**src/rtl/uart_frame_pkg.sv**
```systemverilog
// Shared types and constants for the UART RX frame controller.
// UART_RX_FRAME_CSUM_EN adds the CSUM state to the state encoding.
package uart_frame_pkg;

    typedef enum logic [2:0] {
        IDLE    = 3'd0,
        LEN     = 3'd1,
        PAYLOAD = 3'd2,
`ifdef UART_RX_FRAME_CSUM_EN
        CSUM    = 3'd3,
`endif
        DRAIN   = 3'd4
    } state_t;

    localparam logic [1:0] ERR_NONE    = 2'd0;
    localparam logic [1:0] ERR_LEN     = 2'd1;
    localparam logic [1:0] ERR_TIMEOUT = 2'd2;
    localparam logic [1:0] ERR_CSUM    = 2'd3;

    localparam logic [7:0] DEFAULT_SYNC = 8'hA5;

endpackage

```
**src/rtl/uart_rx_frame_ctrl_if.sv**
```systemverilog
// Byte streams around the frame controller: UART receiver side in, framed payload out.
interface uart_rx_frame_ctrl_if;
    logic [7:0] rx_data;
    logic       rx_valid;
    logic [7:0] out_data;
    logic       out_valid;
    logic       out_ready;
    logic       out_last;

    modport master (
        output rx_data, rx_valid, out_ready,
        input  out_data, out_valid, out_last
    );

    modport slave (
        input  rx_data, rx_valid, out_ready,
        output out_data, out_valid, out_last
    );
endinterface

```
**src/rtl/uart_frame_buf.sv**
```systemverilog
// Payload store for one frame: synchronous write, combinational read.
module uart_frame_buf #(
    parameter int DEPTH = 16,
    parameter int AW    = 4
) (
    input  logic          CLK,
    input  logic          we,
    input  logic [AW-1:0] waddr,
    input  logic [7:0]    wdata,
    input  logic [AW-1:0] raddr,
    output logic [7:0]    rdata
);

    logic [7:0] mem [DEPTH];

    // NOTE: storage is deliberately not reset; a frame is only read after it has been fully written.
    always_ff @(posedge CLK) begin
        if (we) mem[waddr] <= wdata;
    end

    assign rdata = mem[raddr];

endmodule

```
**src/rtl/uart_rx_frame_ctrl.sv**
```systemverilog
// Frames the UART RX byte stream (SYNC, LEN, payload[, CSUM]) and forwards complete frames.
// Define UART_RX_FRAME_CSUM_EN to require and check a trailing checksum byte.
module uart_rx_frame_ctrl
    import uart_frame_pkg::*;
#(
    parameter int         MAX_LEN = 16,
    parameter int         TIMEOUT = 2000,
    parameter logic [7:0] SYNC    = DEFAULT_SYNC
) (
    input  logic                  CLK,
    input  logic                  RST_N,
    uart_rx_frame_ctrl_if.slave   bus,
    output logic                  busy,
    output logic                  frame_err,
    output logic [1:0]            err_code,
    output logic                  overrun
);

    localparam int PW = $clog2(MAX_LEN + 1);
    localparam int AW = (MAX_LEN > 1) ? $clog2(MAX_LEN) : 1;
    localparam int TW = $clog2(TIMEOUT + 1);

    localparam logic [7:0]    MAX_LEN_B = 8'(MAX_LEN);
    localparam logic [PW-1:0] PTR_ONE   = PW'(1);
    localparam logic [TW-1:0] TMO_LAST  = TW'(TIMEOUT - 1);

    state_t        state_q, state_d;
    logic [PW-1:0] len_q, len_d;
    logic [PW-1:0] wr_q, wr_d;
    logic [PW-1:0] rd_q, rd_d;
    logic [TW-1:0] tmr_q, tmr_d;
    logic          frame_err_d, overrun_d;
    logic [1:0]    err_code_d;
    logic          buf_we;
    logic [7:0]    buf_rdata;
    logic          timing;
`ifdef UART_RX_FRAME_CSUM_EN
    logic [7:0]    sum_q, sum_d;
`endif

    uart_frame_buf #(.DEPTH(MAX_LEN), .AW(AW)) u_buf (
        .CLK   (CLK),
        .we    (buf_we),
        .waddr (wr_q[AW-1:0]),
        .wdata (bus.rx_data),
        .raddr (rd_q[AW-1:0]),
        .rdata (buf_rdata)
    );

    // Output is forced to zero outside DRAIN so unreset buffer contents never leak out.
    assign bus.out_valid = (state_q == DRAIN);
    assign bus.out_data  = bus.out_valid ? buf_rdata : 8'h00;
    assign bus.out_last  = bus.out_valid && (rd_q == len_q - PTR_ONE);
    assign busy          = (state_q != IDLE);

`ifdef UART_RX_FRAME_CSUM_EN
    assign timing = (state_q == LEN) || (state_q == PAYLOAD) || (state_q == CSUM);
`else
    assign timing = (state_q == LEN) || (state_q == PAYLOAD);
`endif

    always_comb begin
        // NOTE: every signal driven here gets a default first, so no path can infer a latch.
        state_d     = state_q;
        len_d       = len_q;
        wr_d        = wr_q;
        rd_d        = rd_q;
        tmr_d       = '0;
        frame_err_d = 1'b0;
        err_code_d  = err_code;
        overrun_d   = 1'b0;
        buf_we      = 1'b0;
`ifdef UART_RX_FRAME_CSUM_EN
        sum_d       = sum_q;
`endif

        case (state_q)
            IDLE: begin
                if (bus.rx_valid && bus.rx_data == SYNC) state_d = LEN;
            end
            LEN: begin
                if (bus.rx_valid) begin
                    if (bus.rx_data == 8'd0 || bus.rx_data > MAX_LEN_B) begin
                        state_d     = IDLE;
                        frame_err_d = 1'b1;
                        err_code_d  = ERR_LEN;
                    end else begin
                        len_d   = bus.rx_data[PW-1:0];
                        wr_d    = '0;
                        rd_d    = '0;
`ifdef UART_RX_FRAME_CSUM_EN
                        sum_d   = bus.rx_data;
`endif
                        state_d = PAYLOAD;
                    end
                end
            end
            PAYLOAD: begin
                // SYNC here is ordinary payload data.
                if (bus.rx_valid) begin
                    buf_we = 1'b1;
                    wr_d   = wr_q + PTR_ONE;
`ifdef UART_RX_FRAME_CSUM_EN
                    sum_d  = sum_q + bus.rx_data;
                    if (wr_q == len_q - PTR_ONE) state_d = CSUM;
`else
                    if (wr_q == len_q - PTR_ONE) state_d = DRAIN;
`endif
                end
            end
`ifdef UART_RX_FRAME_CSUM_EN
            CSUM: begin
                if (bus.rx_valid) begin
                    if (bus.rx_data == sum_q) begin
                        state_d = DRAIN;
                    end else begin
                        state_d     = IDLE;
                        frame_err_d = 1'b1;
                        err_code_d  = ERR_CSUM;
                    end
                end
            end
`endif
            DRAIN: begin
                overrun_d = bus.rx_valid;
                if (bus.out_ready) begin
                    rd_d = rd_q + PTR_ONE;
                    if (bus.out_last) state_d = IDLE;
                end
            end
            default: state_d = IDLE;
        endcase

        // Only silent cycles advance the timer, so a byte on the expiry cycle always wins.
        if (timing && !bus.rx_valid) begin
            if (tmr_q == TMO_LAST) begin
                state_d     = IDLE;
                frame_err_d = 1'b1;
                err_code_d  = ERR_TIMEOUT;
            end else begin
                tmr_d = tmr_q + TW'(1);
            end
        end
    end

    // NOTE: state registers use non-blocking assignments so every flop samples pre-edge values.
    always_ff @(posedge CLK or negedge RST_N) begin
        if (!RST_N) begin
            state_q   <= IDLE;
            len_q     <= '0;
            wr_q      <= '0;
            rd_q      <= '0;
            tmr_q     <= '0;
            frame_err <= 1'b0;
            err_code  <= ERR_NONE;
            overrun   <= 1'b0;
`ifdef UART_RX_FRAME_CSUM_EN
            sum_q     <= '0;
`endif
        end else begin
            state_q   <= state_d;
            len_q     <= len_d;
            wr_q      <= wr_d;
            rd_q      <= rd_d;
            tmr_q     <= tmr_d;
            frame_err <= frame_err_d;
            err_code  <= err_code_d;
            overrun   <= overrun_d;
`ifdef UART_RX_FRAME_CSUM_EN
            sum_q     <= sum_d;
`endif
        end
    end

endmodule

```
**src/flat_wrapper.sv**
```systemverilog
// flat-port wrapper written by rule: the top's interface ports become plain ports
module uart_rx_frame_ctrl_flat import uart_frame_pkg::*;
#(
    parameter int         MAX_LEN = 16,
    parameter int         TIMEOUT = 2000,
    parameter logic [7:0] SYNC    = DEFAULT_SYNC
)
  (CLK, RST_N, busy, frame_err, err_code, overrun, bus_rx_data, bus_rx_valid, bus_out_ready, bus_out_data, bus_out_valid, bus_out_last);
  uart_rx_frame_ctrl_if bus_i ();
  input  logic CLK;
  input  logic RST_N;
  output logic busy;
  output logic frame_err;
  output logic [1:0] err_code;
  output logic overrun;
  input wire logic [$bits(bus_i.rx_data)-1:0] bus_rx_data;
  input wire logic [$bits(bus_i.rx_valid)-1:0] bus_rx_valid;
  input wire logic [$bits(bus_i.out_ready)-1:0] bus_out_ready;
  output wire logic [$bits(bus_i.out_data)-1:0] bus_out_data;
  output wire logic [$bits(bus_i.out_valid)-1:0] bus_out_valid;
  output wire logic [$bits(bus_i.out_last)-1:0] bus_out_last;
  assign bus_i.rx_data = bus_rx_data;
  assign bus_i.rx_valid = bus_rx_valid;
  assign bus_i.out_ready = bus_out_ready;
  assign bus_out_data = bus_i.out_data;
  assign bus_out_valid = bus_i.out_valid;
  assign bus_out_last = bus_i.out_last;
  uart_rx_frame_ctrl #(.MAX_LEN(MAX_LEN), .TIMEOUT(TIMEOUT), .SYNC(SYNC)) u_core (.CLK(CLK), .RST_N(RST_N), .bus(bus_i), .busy(busy), .frame_err(frame_err), .err_code(err_code), .overrun(overrun));
endmodule
```
**config.mk**
```make
export PLATFORM = sky130hd
export DESIGN_NAME = uart_rx_frame_ctrl_flat
export DESIGN_NICKNAME = d
export VERILOG_FILES = /design/src/rtl/uart_frame_pkg.sv /design/src/rtl/uart_rx_frame_ctrl_if.sv /design/src/rtl/uart_frame_buf.sv /design/src/rtl/uart_rx_frame_ctrl.sv /design/src/flat_wrapper.sv
export SDC_FILE = /design/constraint.sdc
export NUM_CORES = 1
export LEC_CHECK = 0
export CELL_PAD_IN_SITES_DETAIL_PLACEMENT = 0
export CELL_PAD_IN_SITES_GLOBAL_PLACEMENT = 1
export CORE_MARGIN = 2
export CORE_UTILIZATION = 40
export DETAILED_ROUTE_END_ITERATION = 12
export GPL_TIMING_DRIVEN = 0
export PLACE_DENSITY = 0.71
export RECOVER_POWER = 50
export SYNTH_ARGS = -nofsm -noshare
export SYNTH_HDL_FRONTEND = slang
export SYNTH_SLANG_ARGS = --single-unit
```
**constraint.sdc**
```tcl
create_clock -name CLK -period 5.41 [get_ports CLK]
set_clock_uncertainty 0.1 [all_clocks]
set_input_delay 1.082 -clock CLK [delete_from_list [all_inputs] [get_ports CLK]]
set_output_delay 1.082 -clock CLK [all_outputs]
set_load 0.01 [all_outputs]
```
== Yosys cells after proc, flatten, opt, wreduce, memory -nomap -nowiden ==
Memories as Yosys holds them, arrays and structs flattened.
Cells that the tools add are included.
Storage, ports and cells
  input port bits: 12
  register bits: 33
  bits in writable memories: 128
  memories: 1
  logic and storage cells: 74
Cells by class
  multiplexer cells: 34
  add/subtract/negate cells: 4
  equal/unequal tests: 11
  reduce and logical (&&, ||, !) cells: 14
  bitwise gates (word level): 1
  order comparisons: 1
Memory list
  u_core.u_buf.mem: depth 16, bits a word 8, rd ports 1, clocked after Yosys merged registers in 0, write ports 1, RTL line uart_frame_buf.sv:14  | logic [7:0] mem [DEPTH];
Operator list (number)
  $mux 3: 8
  $mux 11: 2
  $mux 5: 4
  $pmux 5 s2: 2
  $mux 2: 6
  $pmux 3 s4: 1
  $add 11x1->11 const B: 1
  $eq 11x11->1 const B: 1
  $add 5x1->5 const B: 2
  $eq 5x5->1: 2
  $mux 1: 10
  $eq 8x8->1 const B: 1
  $gt 8x5->1 const B: 1
  $logic_not 8->1: 1
  $mux 8: 1
  $ne 2x2->1 const B: 4
  $reduce_and 4->1: 2
  $sub 5x1->5 const B: 1
  $reduce_bool 2->1: 2
  $eq 3x1->1 const B: 1
  $eq 3x2->1 const B: 1
  $eq 3x3->1 const B: 1
  $logic_and 1x1->1: 3
  $logic_not 3->1: 1
  other kinds (5): 6

== Longest topological paths before layout ==
Gate-level depths: netlist of the first run.
  depth after elaboration: 8
  mapped depth: 7
  gate-level depth less buffers: 6

== Cells and area by module ==
Synthesis of the first run repeated with hierarchy kept, for this count alone.
Unflattened totals
  cells, all modules: 402
  area total of the unflattened synthesis: 6842.8 um^2
Modules (own cells, without submodules)
  uart_frame_buf: area an instance 4987.3 um^2, instances 1, sequential area each 3843.7 um^2, cells an instance 221
  uart_rx_frame_ctrl: area an instance 1855.5 um^2, instances 1, sequential area each 825.8 um^2, cells an instance 181

== Worst setup path after synthesis of the first run ==
Ideal clock, no wire load.
  kind: reg-to-output
  start point: register u_core.rd_q[0]
  end point: output port bus_out_data[5]
  slack: 2.688 ns
  data required time: 4.228 ns
  stages on the path, launching flop included: 6
  arrival: 1.540 ns
  path through: dfrtp_1 > buf_4 > buf_4 > mux4_2 > a22oi_1 > a21oi_1
On the way
  cells in the longest elaborated chain, start to end: 2
Ends and longest elaborated chain
  start, declared: RTL line uart_rx_frame_ctrl.sv:30  | logic [PW-1:0] rd_q, rd_d;
  start signal, assigned: RTL line uart_rx_frame_ctrl.sv:164  | rd_q <= rd_d;
  $mem_v2 16x8
  $mux 8: RTL line uart_rx_frame_ctrl.sv:52  | assign bus.out_data = bus.out_valid ? buf_rdata : 8'h00;
  end, declared: RTL line flat_wrapper.sv:19  | output wire logic [$bits(bus_i.out_data)-1:0] bus_out_data;
Every way passes these cells.

== Final worst setup path of the first run ==
  start point: register u_core.rd_q[1]
  end point: output port bus_out_data[1]
The elaborated chain is that of the path after synthesis.

==> impl_metrics.tcl, run 1 <==
set metrics [dict create \
    status "finished, violations left" \
    violations "capacitance limit, slew limit" \
    wl_um 13700 \
    cts_tree "done" \
    hold_end "u_core.err_code[1]$_DFF_PN0_" \
    min_path_cells 1 \
    synth_top_area_share_pct 56.8 \
    p_comb_share_pct 24.3 \
    portBuffers 26 \
    rsz0062_at_grt "false" \
    cts_hold_buf 0 \
    cts_resized 0 \
    crit_path_end_kind "output pin" \
    hold_start "u_core.err_code[1]$_DFF_PN0_" \
    nFillCells 1410 \
    num_vias 3549 \
    fmax_mhz 244 \
    vias_per_cell 5.28 \
    coreArea_sq_um 16600 \
    rr_endpoint "u_core.u_buf.mem[3][7]$_DFFE_PP_" \
    synth_top_area_cell "edfxtp_1" \
    cts.sinks 161 \
    hold_viol 0 \
    rrSetupSlack_ps 2690 \
    cp-start-kind "flip-flop" \
    htreeDepth 4 \
    track_usage_pct 16.8 \
    gp_congestion 0.782 \
    drive_above_1_share_pct 18.8 \
    yosysSeqAreaShare_pct 68.9 \
    crit_arrival_ps 2920 \
    cts_buffer_depth 2 \
    syn2layout_area_growth_pct 17.0 \
    worstPathRequired_ps 4230 \
    grt_pass1_vias 3910 \
    r2r_start "u_core.state_q[0]$_DFF_PN0_" \
    setup_violations 0 \
    die-height_um 134 \
    vdd_drop_max_v 0.000249 \
    gr-total-overflow 0 \
    fin_setup_tns_ps 0 \
    die_w_um 134 \
    synth_flop_cell "edfxtp_1" \
    synth-edff-count 128 \
    relSlewSlack_pct -17.8 \
    critPathKind "flip-flop to output pin" \
    antenna_cells 0 \
    row_count 47 \
    place_hpwl_um 8930 \
    path_clk_slew_ps 70 \
    synth_area_leaders "edfxtp_1 (57%), dfrtp_1 (12%), mux4_2 (11%), nor2_1 (1.8%), a22oi_1 (1.8%)" \
    synth-async-reset-ratio_pct 20.5 \
    numCtsBuffers 17 \
    antenna_found_initial 0 \
    worst_pin_slew_ps 1770 \
    post_cts_buffers 0 \
    p_int_uw 2430 \
    synthTopCellsByCount "edfxtp_1 (128), dfrtp_1 (33), nor2_1 (33), mux4_2 (32), nand2_1 (17)" \
    drtPass1Iterations 4 \
    drt_iter0_drc 226 \
    ys_types 45 \
    hold_class "flip-flop to flip-flop" \
    p_seq_share_pct 40.2 \
    ios 27 \
    clkPwrFrac_pct 35.4 \
    power_density_nw_per_um2 433 \
    wl_per_cell_um 20.3 \
    synth_nets 412 \
    cap_violations 1 \
    swShare_pct 29.2 \
    p_switching_uw 1000 \
    path_max_fanout 10 \
    synth.most_common_cell "edfxtp_1" \
    yosysWarnings 0 \
    drc 0 \
    start_util_pct 40.8 \
    grt_pass1_wl_um 22100 \
    fin_crit_ps 4100 \
    p_leak_uw 0.00273 \
    ys_seq_elements 161 \
    hold-worst-slack_ps 394 \
    netlist_area_sq_um 6770 \
    grt_max_degree 34 \
    ff2ff_path_depth 5 \
    syn_avg_cell_area_sq_um 17.2 \
    drtAntennaViolNets 0 \
    root_buffer "clkbuf_16" \
    min_period_over_period_pct 75.8 \
    die_area_sq_um 18000 \
    synth_cells 393 \
    worstSkewPairLatency_ps 440 \
    slew_violations 34 \
    nets 458 \
]
## power groups by stage
stage	logic, uW	clock network [uW]	registers, uW
floorplan	548	0	1400
global placement	843	0	1410
detailed placement	850	0	1410
CTS	851	1240	1380
global route	911	1300	1380
finish	834	1220	1380
## layout make-up
type | instances | area, sq um | area share (%)
flip-flops and latches | 161 | 4670 | 58.9
multi-input cells | 205 | 1970 | 24.8
clock buffers | 17 | 425 | 5.37
well taps | 220 | 275 | 3.47
repair buffers | 27 | 262 | 3.30
clock inverters | 15 | 190 | 2.40
plain buffers | 17 | 97.6 | 1.23
inverters | 10 | 37.5 | 0.474
## worst max-delay path, cell delays in order (launching register included)
cell and delay, ps:
dfrtp_1 350, buf_2 240, clkbuf_1 540, mux4_2 410, a22oi_1 330, a21oi_1 120, clkdlybuf4s50_1 510
## registers in the layout, summed over array words and instances (netlist names)
signal and cells:
u_core.wr_q 5, u_core.tmr_q 11, u_core.u_buf.mem 128, u_core.err_code 2, u_core.len_q 5, u_core.frame_err 1, u_core.overrun 1, u_core.state_q 3
u_core.rd_q 5
## worst max path at each step
| stage | cells past startpoint | endpoint | from |
|---|---|---|---|
| 2_1_floorplan | 5 | bus_out_data[5] | u_core.rd_q[0]$_DFFE_PN0P_ |
| 3_3_place_gp | 5 | u_core.u_buf.mem[0][7]$_DFFE_PP_ | bus_rx_valid |
| 3_5_place_dp | 5 | u_core.u_buf.mem[2][5]$_DFFE_PP_ | bus_rx_valid |
| 4_1_cts | 6 | bus_out_data[0] | u_core.rd_q[1]$_DFFE_PN0P_ |
| 5_1_grt | 6 | bus_out_data[1] | u_core.rd_q[1]$_DFFE_PN0P_ |
| 6_report | 6 | bus_out_data[1] | u_core.rd_q[1]$_DFFE_PN0P_ |
## kinds of logic after synthesis
group,after synthesis,share of synthesized area (%)
buffers and inverters,27,2.00
and+or+nand+nor,98,7.87
AOI/OAI and AO/OA,35,3.51
xor gates and xnor gates,28,4.64
muxes,37,11.7
adders and majority gates,7,1.29
DFF,161,68.9
## metal layers
| metal | track usage [%] | vias to the layer above | share of wire [%] | wire length [um] |
|---|---|---|---|---|
| li1 | - | 1632 | - | - |
| met1 | 22.6 | 1829 | 45 | 6160 |
| met2 | 27.1 | 77 | 50 | 6830 |
| met3 | 3.29 | 11 | 3.5 | 475 |
| met4 | 6.55 | 0 | 1.3 | 180 |
| met5 | 0 | - | 0 | 0 |
## cell usage in the layout (no fill, tap or decap), drive strengths merged, types with 2 or more instances in the layout
cell type and n:
edfxtp 128, mux4 32, o21ai 4, buf 10, nor2 33, dlygate4sd3 9, dfrtp 33, nand4 8
and4b 2, and2 2, nor3 9, ha 7, clkdlybuf4s50 16, nor3b 2, clkinv 6, inv 18
nand2 18, a21oi 9, xnor2 10, and4bb 3, and3 3, nor4 3, mux2 5, nand3 4
a22oi 16, clkbuf 26, nand2b 5, xor2 13, xnor3 5
## per-stage QoR
stage / area [sq um] / worst slack (ps) / utilization (%) / cells / total power (uW)
final: 7920 / 1310 / 47.8 / 672 / 3430
after global placement: 7310 / 1330 / 44.1 / 639 / 2250
after CTS: 7920 / 1260 / 47.8 / 671 / 3470
after global routing: 7920 / 1130 / 47.8 / 672 / 3590
after floorplan: 6770 / 2690 / - / 393 / 1950
after detailed placement: 7300 / 1380 / 44.0 / 639 / 2260
Power figures use the tool's default switching activity.
==> run 2, diff against run 1 <==
--- a/config.mk
+++ b/config.mk
@@ -11,7 +11,7 @@
 export CORE_UTILIZATION = 40
 export DETAILED_ROUTE_END_ITERATION = 12
 export GPL_TIMING_DRIVEN = 0
-export PLACE_DENSITY = 0.71
+export PLACE_DENSITY = 0.74
 export RECOVER_POWER = 50
 export SYNTH_ARGS = -nofsm -noshare
 export SYNTH_HDL_FRONTEND = slang
==> constraint.sdc (replaced) <==
create_clock -name CLK -period 3.52 [get_ports CLK]
set_clock_uncertainty 0.1 [all_clocks]
set_input_delay 0.704 -clock CLK [delete_from_list [all_inputs] [get_ports CLK]]
set_output_delay 0.704 -clock CLK [all_outputs]
set_load 0.01 [all_outputs]
==> run 2 against run 1 <==
Effect of this change: the flow still finishes with violations (capacitance limit, slew limit); register-to-register slack worse by 1900 ps; worst hold slack gained 2.0 ps; setup slack got worse by 1200 ps; critical path depth did not move; combinational power increased by 65%; clock power grew 43%; sequential share of layout area down 0.14 points; wire length grew 2.4%; core utilization grew 0.11 points; design area grew 0.24%; critical endpoint unchanged; highest routed layer unchanged.
==> impl_metrics.tcl, run 2 (synthesis results as in run 1) <==
set metrics [dict create \
    die_w_um 134 \
    violations "capacitance limit, slew limit" \
    cts_buffer_depth 2 \
    reg_top3 "u_core.u_buf.mem: 128 flops, u_core.tmr_q: 11 flops" \
    final_common_cell "edfxtp_1" \
    hold_start "u_core.err_code[1]$_DFF_PN0_" \
    num_vias 3604 \
    r2r_start "u_core.state_q[0]$_DFF_PN0_" \
    start_util_pct 40.8 \
    portBuffers 26 \
    grt_max_degree 34 \
    slowest_delay_ps 510 \
    gp_congestion 0.746 \
    wl_per_cell_um 20.8 \
    largest_register_ffs 128 \
    fin_crit_ps 3400 \
    largest-register "u_core.u_buf.mem" \
    rrSetupSlack_ps 750 \
    p_seq_share_pct 40.5 \
    vdd_drop_max_v 0.000370 \
    grt_pass1_vias 3727 \
    min_path_cells 1 \
    antenna_cells 0 \
    final_util_pct 47.9 \
    crit_arrival_ps 2600 \
    cts.sinks 161 \
    ios 27 \
    p_leak_uw 0.00273 \
    drive_above_1_share_pct 21.7 \
    root_buffer "clkbuf_16" \
    relSlewSlack_pct -23.1 \
    cap_violations 1 \
    path_max_fanout 10 \
    p_comb_share_pct 26.3 \
    cp_slowest_cell "clkdlybuf4s50_1" \
    worst_path_most_repeated_cell "buf_2" \
    drtAntennaViolNets 0 \
    min_period_over_period_pct 96.7 \
    grt_pass1_wl_um 22000 \
    row_count 47 \
    nets 457 \
    hold-worst-slack_ps 396 \
    coreArea_sq_um 16600 \
    hold_viol 0 \
    p_switching_uw 1500 \
    clkPwrFrac_pct 33.2 \
    crit_path_end_kind "output pin" \
    path_clk_slew_ps 60 \
    htreeDepth 4 \
    status "finished, violations left" \
    slew_violations 34 \
    place_hpwl_um 9020 \
    cp-start-kind "flip-flop" \
    power_density_nw_per_um2 660 \
    drt_iter0_drc 357 \
    antenna_found_initial 0 \
    final_cell_mix "edfxtp_1 (128), dfrtp_1 (33), mux4_2 (32), nor2_1 (32)" \
    rsz0062_at_grt "false" \
    stdcell_area_sq_um 7940 \
    drtPass1Iterations 5 \
    post_cts_buffers 0 \
    drc 0 \
    hold_class "flip-flop to flip-flop" \
    worst_pin_slew_ps 1850 \
    placed_area_sq_um 7300 \
    ff2ff_path_depth 5 \
    die-height_um 134 \
    worstSkewPairLatency_ps 420 \
    hold_end "u_core.err_code[1]$_DFF_PN0_" \
    track_usage_pct 16.8 \
    fmax_mhz 294 \
    numCtsBuffers 17 \
    swShare_pct 28.7 \
    path_cells "buf_2 > buf_2 > mux4_2 > a22oi_1 > a21oi_1 > clkdlybuf4s50_1" \
    rr_endpoint "u_core.u_buf.mem[3][1]$_DFFE_PP_" \
    fin_setup_tns_ps 0 \
    die_area_sq_um 18000 \
    vias_per_cell 5.37 \
    critPathKind "flip-flop to output pin" \
    p_int_uw 3740 \
    wl_um 14000 \
    worstPathRequired_ps 2720 \
    gr-total-overflow 0 \
    syn2layout_area_growth_pct 17.3 \
    setup_violations 0 \
    cts_tree "done" \
]
==> run 2: changes by cell type in the layout (fill, tap and decap cells not counted), moves of 2 or more <==
cell,delta
inv_8,-2
buf_8,+4
clkinv_8,-4
clkbuf_1,-4
a22oi_1,-5
buf_2,+3
a22oi_2,+5
nor3_1,-3
clkinvlp_4,+2
nor3_2,+3
clkinv_2,+4
buf_4,-3
==> run 2: power groups by stage <==
stage	registers (uW)	clock network [uW]	logic, uW
after CTS	2120	1770	1360
after floorplan	2160	0	843
after detailed placement	2160	0	1320
after global routing	2130	1850	1490
after global placement	2160	0	1300
final	2120	1740	1380
==> run 2: repair_timing <==
action / 4_1_cts / 5_1_grt
hold buffers: 0 / 0
gates resized for setup: 10 / 14
setup endpoints to repair: 9 / 9
gates cloned: 0 / 0
==> run 2: worst max path at each step <==
stage                               start                                to
3_3_place_gp                 bus_rx_valid  u_core.u_buf.mem[0][7]$_DFFE_PP_
4_1_cts        u_core.rd_q[0]$_DFFE_PN0P_                   bus_out_data[7]
3_5_place_dp                 bus_rx_valid  u_core.u_buf.mem[1][7]$_DFFE_PP_
2_1_floorplan  u_core.rd_q[0]$_DFFE_PN0P_                   bus_out_data[5]
5_1_grt        u_core.rd_q[1]$_DFFE_PN0P_                   bus_out_data[1]
6_report       u_core.rd_q[1]$_DFFE_PN0P_                   bus_out_data[1]
==> run 2: critical path: cells and delay by family (launching register included) <==
family / cells / cell delay, ps
compound gates: 2 / 380
buf+inv: 3 / 1090
flops: 1 / 350
mux: 1 / 360
==> run 2: area by class of cell <==
cell class / count / area, sq um
inverters: 10 / 37.5
clock inverters: 15 / 133
flip-flops and latches: 161 / 4670
fillers: 1435 / 8640
multi-input cells: 205 / 2010
repair buffers: 27 / 262
plain buffers: 16 / 128
well taps: 220 / 275
clock buffers: 17 / 425
==> run 2: metal layers <==
| metal | track usage [%] | part of all wire [%] |
|---|---|---|
| met5 | 0 | 0 |
| met2 | 26.9 | 49 |
| met4 | 5.03 | 1.4 |
| met3 | 4.46 | 4.6 |
| met1 | 22.7 | 45 |
==> run 2: per-stage QoR <==
step	power, uW	worst slack, ps	instances
after floorplan	3000	1180	393
after global placement	3460	-145	639
after detailed placement	3480	-183	639
after CTS	5260	1.76	671
after global routing	5470	3.42	671
final	5240	118	671
==> edit 1, RTL diff (settings of run 2) <==
The output `frame_err` loses its register stage (`frame_err` becomes a continuous assignment).
--- a/src/rtl/uart_rx_frame_ctrl.sv
+++ b/src/rtl/uart_rx_frame_ctrl.sv
@@ -151,7 +151,6 @@
             wr_q      <= '0;
             rd_q      <= '0;
             tmr_q     <= '0;
-            frame_err <= 1'b0;
             err_code  <= ERR_NONE;
             overrun   <= 1'b0;
 `ifdef UART_RX_FRAME_CSUM_EN
@@ -163,7 +162,6 @@
             wr_q      <= wr_d;
             rd_q      <= rd_d;
             tmr_q     <= tmr_d;
-            frame_err <= frame_err_d;
             err_code  <= err_code_d;
             overrun   <= overrun_d;
 `ifdef UART_RX_FRAME_CSUM_EN
@@ -172,5 +170,7 @@
         end
     end
 
+    assign frame_err = frame_err_d;
+
 endmodule
 
Function: changed (a bounded check fails within 4 cycles, from zero or initial values and one cycle with RST_N low).
==> edit 1 against run 2 <==
- the run still ends with capacitance limit, slew limit left
- combinational power down 4%
- worst setup slack lost 0.065 ns
- final area increased by 0.69%
- global-route usage fell by 0.16 points
- die area decreased by 0.36%
- power up 1.6%
- sequential power barely moved
- first-iteration DRC count is 32% lower
- sequential cell count down 1
- sequential share of layout area shrank 0.72 points
- area after synthesis is 0.37% lower
- wire length grew 1.3%
- critical path type unchanged
- largest cell class unchanged
- largest power group unchanged
==> edit 1: results (changes against run 2) <==
outcome=finished with violations; failing checks=capacitance limit, slew limit; total number of vias=3599 (-0.14%); final worst-path cycle share=0.9849 (+0.01836); sw power=1.474 mW (-2.0%); multi-input gate share of the layout cell area=0.2530 (-0.0003360); largest net degree at the start of global routing=33 (-2.9%); Commonest cells post-synth=edfxtp_1, nor2_1, dfrtp_1, mux4_2, nand2_1; Area contributors post-synth=edfxtp_1, dfrtp_1, mux4_2; clock sinks=160 (-0.62%); sequential share of cell area=0.5808 (-0.007178); r2r endpoint=u_core.u_buf.mem[3][6]; wire length per cell=20.96 um (+0.67%); clock-cell share of area=0.07604 (+0.005775); post-synthesis sequential area ratio=0.6883 (-0.001152); met2 wire len=7.104 mm (+3.3%); global-route met3 utilization=0.04271 (-0.001890); Post-Syn Instances=392 (-0.25%); r2r setup slk=1.02 ns (+0.27 ns); die area=0.01792 mm2 (-0.36%); Non-clock buffers, area share=0.05101 (+0.002010); share of cells above drive strength 1=0.2352 (+0.01787); detailed placement HPWL=9.030 mm (about the same); max cap viols=1 (unchanged); Slew Limit Fails=33 (-2.9%); P_comb=1.33 mW (-4%); r2r worst-path depth=6 (+1); GR Layer Usage met1=0.2183 (-0.008205); first-pass GRT wire length=21.60 mm (-1.7%); post-route design area=0.007996 mm2 (+0.69%); Post-synth ARST share=0.2000 (-0.004969); WL met1=6.306 mm (+0.91%); total track usage=0.1660 (-0.001594); final net count=461 (+0.88%); Worst-Margin Slew=1.788 ns (-0.05795 ns); worst vdd ir=0.3387 mV (-8.4%); Placement Cell Area=0.007296 mm2 (-0.10%); hold slack=0.3811 ns (-0.01486 ns); static leakage=2.769 nW (+1.5%)
[edit 1: repair_timing]
| action | in CTS | in global routing |
|---|---|---|
| gates resized for setup | 18 | 14 |
| setup buffers | 0 | 4 |
| endpoints found under the setup margin | 10 | 8 |
| pin swaps | 0 | 2 |
| hold endpoints to repair | 0 | 0 |
| gates cloned | 0 | 0 |
[edit 1: critical path, stage by stage, from the launching register on]
cell and delay [ns]:
dfrtp_1 0.39, ha_2 0.22, nand3_2 0.13, or4_4 0.49, nor4_4 0.32, nand2b_1 0.14, clkdlybuf4s50_1 0.55
[edit 1: logic make-up (layout without fill, tap and decap cells)]
group,after synthesis,after routing,synth area share
fa+ha+maj,7,7,0.01298
compound gates,35,35,0.03523
flops,160,160,0.6883
xor+xnor,28,28,0.04654
simple gates,98,98,0.07899
buf+inv,27,90,0.02003
mux,37,37,0.1179
==> edit 2, RTL diff (flow settings as in run 2) <==
Without the edit above. `TIMEOUT` is set to 2000 in 2 places; all go to 4000.
--- a/src/rtl/uart_rx_frame_ctrl.sv
+++ b/src/rtl/uart_rx_frame_ctrl.sv
@@ -4,7 +4,7 @@
     import uart_frame_pkg::*;
 #(
     parameter int         MAX_LEN = 16,
-    parameter int         TIMEOUT = 2000,
+    parameter int         TIMEOUT = 4000,
     parameter logic [7:0] SYNC    = DEFAULT_SYNC
 ) (
     input  logic                  CLK,
--- a/src/flat_wrapper.sv
+++ b/src/flat_wrapper.sv
@@ -2,7 +2,7 @@
 module uart_rx_frame_ctrl_flat import uart_frame_pkg::*;
 #(
     parameter int         MAX_LEN = 16,
-    parameter int         TIMEOUT = 2000,
+    parameter int         TIMEOUT = 4000,
     parameter logic [7:0] SYNC    = DEFAULT_SYNC
 )
   (CLK, RST_N, busy, frame_err, err_code, overrun, bus_rx_data, bus_rx_valid, bus_out_ready, bus_out_data, bus_out_valid, bus_out_last);
Behaviour: same outputs for any inputs over 10 cycles, from zero or initial values and one cycle with RST_N low; that may be too few to reach the edited logic, so the function may still have changed.
==> edit 2 against run 2 <==
- the run still ends with capacitance limit, slew limit left
- worst hold slack worse by 0.013 ns
- wire length is 2.2% higher
- first-iteration DRC count is 1.1% higher
- area after synthesis is 2.9% higher
- sequential cell count is 1 higher
- worst setup slack better by 0.042 ns
- register-to-register slack better by 0.09 ns
- power is 2.0% lower
- non-clock buffer count is 4 higher
- sequential power is 2% higher
- final area is 2.7% higher
- critical path type unchanged
- critical endpoint is now bus_out_last
==> edit 2: results (changes against run 2) <==
post-synthesis sequential area ratio=0.6739 (-0.01560); largest stage delay on the critical path=0.58 ns (+0.07 ns); area share of fa/ha/maj cells after synthesis=0.01257 (-0.0003600); Slew headroom=-0.2287 (+0.002248); failing checks=capacitance limit, slew limit; largest net degree at the start of global routing=35 (+2.9%); synth unique cells=48 (+6.7%); Commonest cells post-synth=edfxtp_1, nor2_1, dfrtp_1, mux4_2, nand2_1; detailed placement HPWL=9.345 mm (+3.6%); post-cts resize count=6 (-4); max cap viols=1 (unchanged); Slew Limit Fails=35 (+2.9%); worst vdd ir=0.3371 mV (-8.9%); Placement Cell Area=0.007503 mm2 (+2.7%); xor/xnor share of the synthesized area=0.03646 (-0.009912); share of the synthesized area in the top cell type=0.5517 (-0.01580); dpl cells=677 (+5.9%); outcome=finished with violations; share of cells above drive strength 1=0.1946 (-0.02268); final std cells w/o fill=708 (+5.5%); total track usage=0.1723 (+0.004740); Routed WL=14.28 mm (+2.2%); Post-synth ARST share=0.2099 (+0.004908); Avg Inst Size Synth=16.35 um2 (-5.1%); Area contributors post-synth=edfxtp_1, dfrtp_1, mux4_2
-- edit 2: cell count changes in the layout (fill, tap and decap cells not counted), moves of 6 or more --
cell / change
clkdlybuf4s50_1: -9
nor2b_1: +8
a22oi_1: -11
o21ai_0: +8
dlymetal6s2s_1: +6
nor2_1: +9
a211oi_1: +14
a21oi_1: -7
mux2i_1: +7
-- edit 2: final timing paths --
path,from,to,slack [ns],depth (start not counted)
setup / recovery,u_core.len_q[0],bus_out_last,0.16,8
hold reg to reg,u_core.tmr_q[0],u_core.tmr_q[0],0.38,1
max in group asynchronous,RST_N,u_core.len_q[0],1.44,1
hold / removal,u_core.tmr_q[0],u_core.tmr_q[0],0.38,1
min in group asynchronous,RST_N,u_core.tmr_q[4],0.68,1
setup reg to reg,u_core.state_q[0],u_core.u_buf.mem[0][4],0.84,5
-- edit 2: where the power goes --
group          switching [mW]  total (mW)  internal, mW
Clock                   0.727        1.91          1.19
Combinational           0.543        1.06         0.518
Sequential             0.0458        2.16          2.12
Total                    1.32        5.14          3.82
-- edit 2: per-layer routing --
layer / wire, um / share of wire / global-route usage / up-vias
met5: 0 / 0 / 0 / -
met4: 156 / 0.011 / 0.04919 / 0
met3: 692 / 0.048 / 0.04325 / 16
met2: 7166 / 0.50 / 0.2803 / 81
met1: 6260 / 0.44 / 0.2312 / 1943
li1: - / - / - / 1727
-- edit 2: layout make-up --
| cell class | count | area [um2] |
|---|---|---|
| fillers | 1530 | 9024 |
| multi-input cells | 233 | 2081 |
| well taps | 225 | 281.5 |
| repair buffers | 26 | 266.5 |
| clock buffers | 19 | 432.9 |
| clock inverters | 13 | 181.4 |
| plain buffers | 21 | 180.2 |
| flip-flops and latches | 162 | 4696 |
| inverters | 9 | 33.78 |
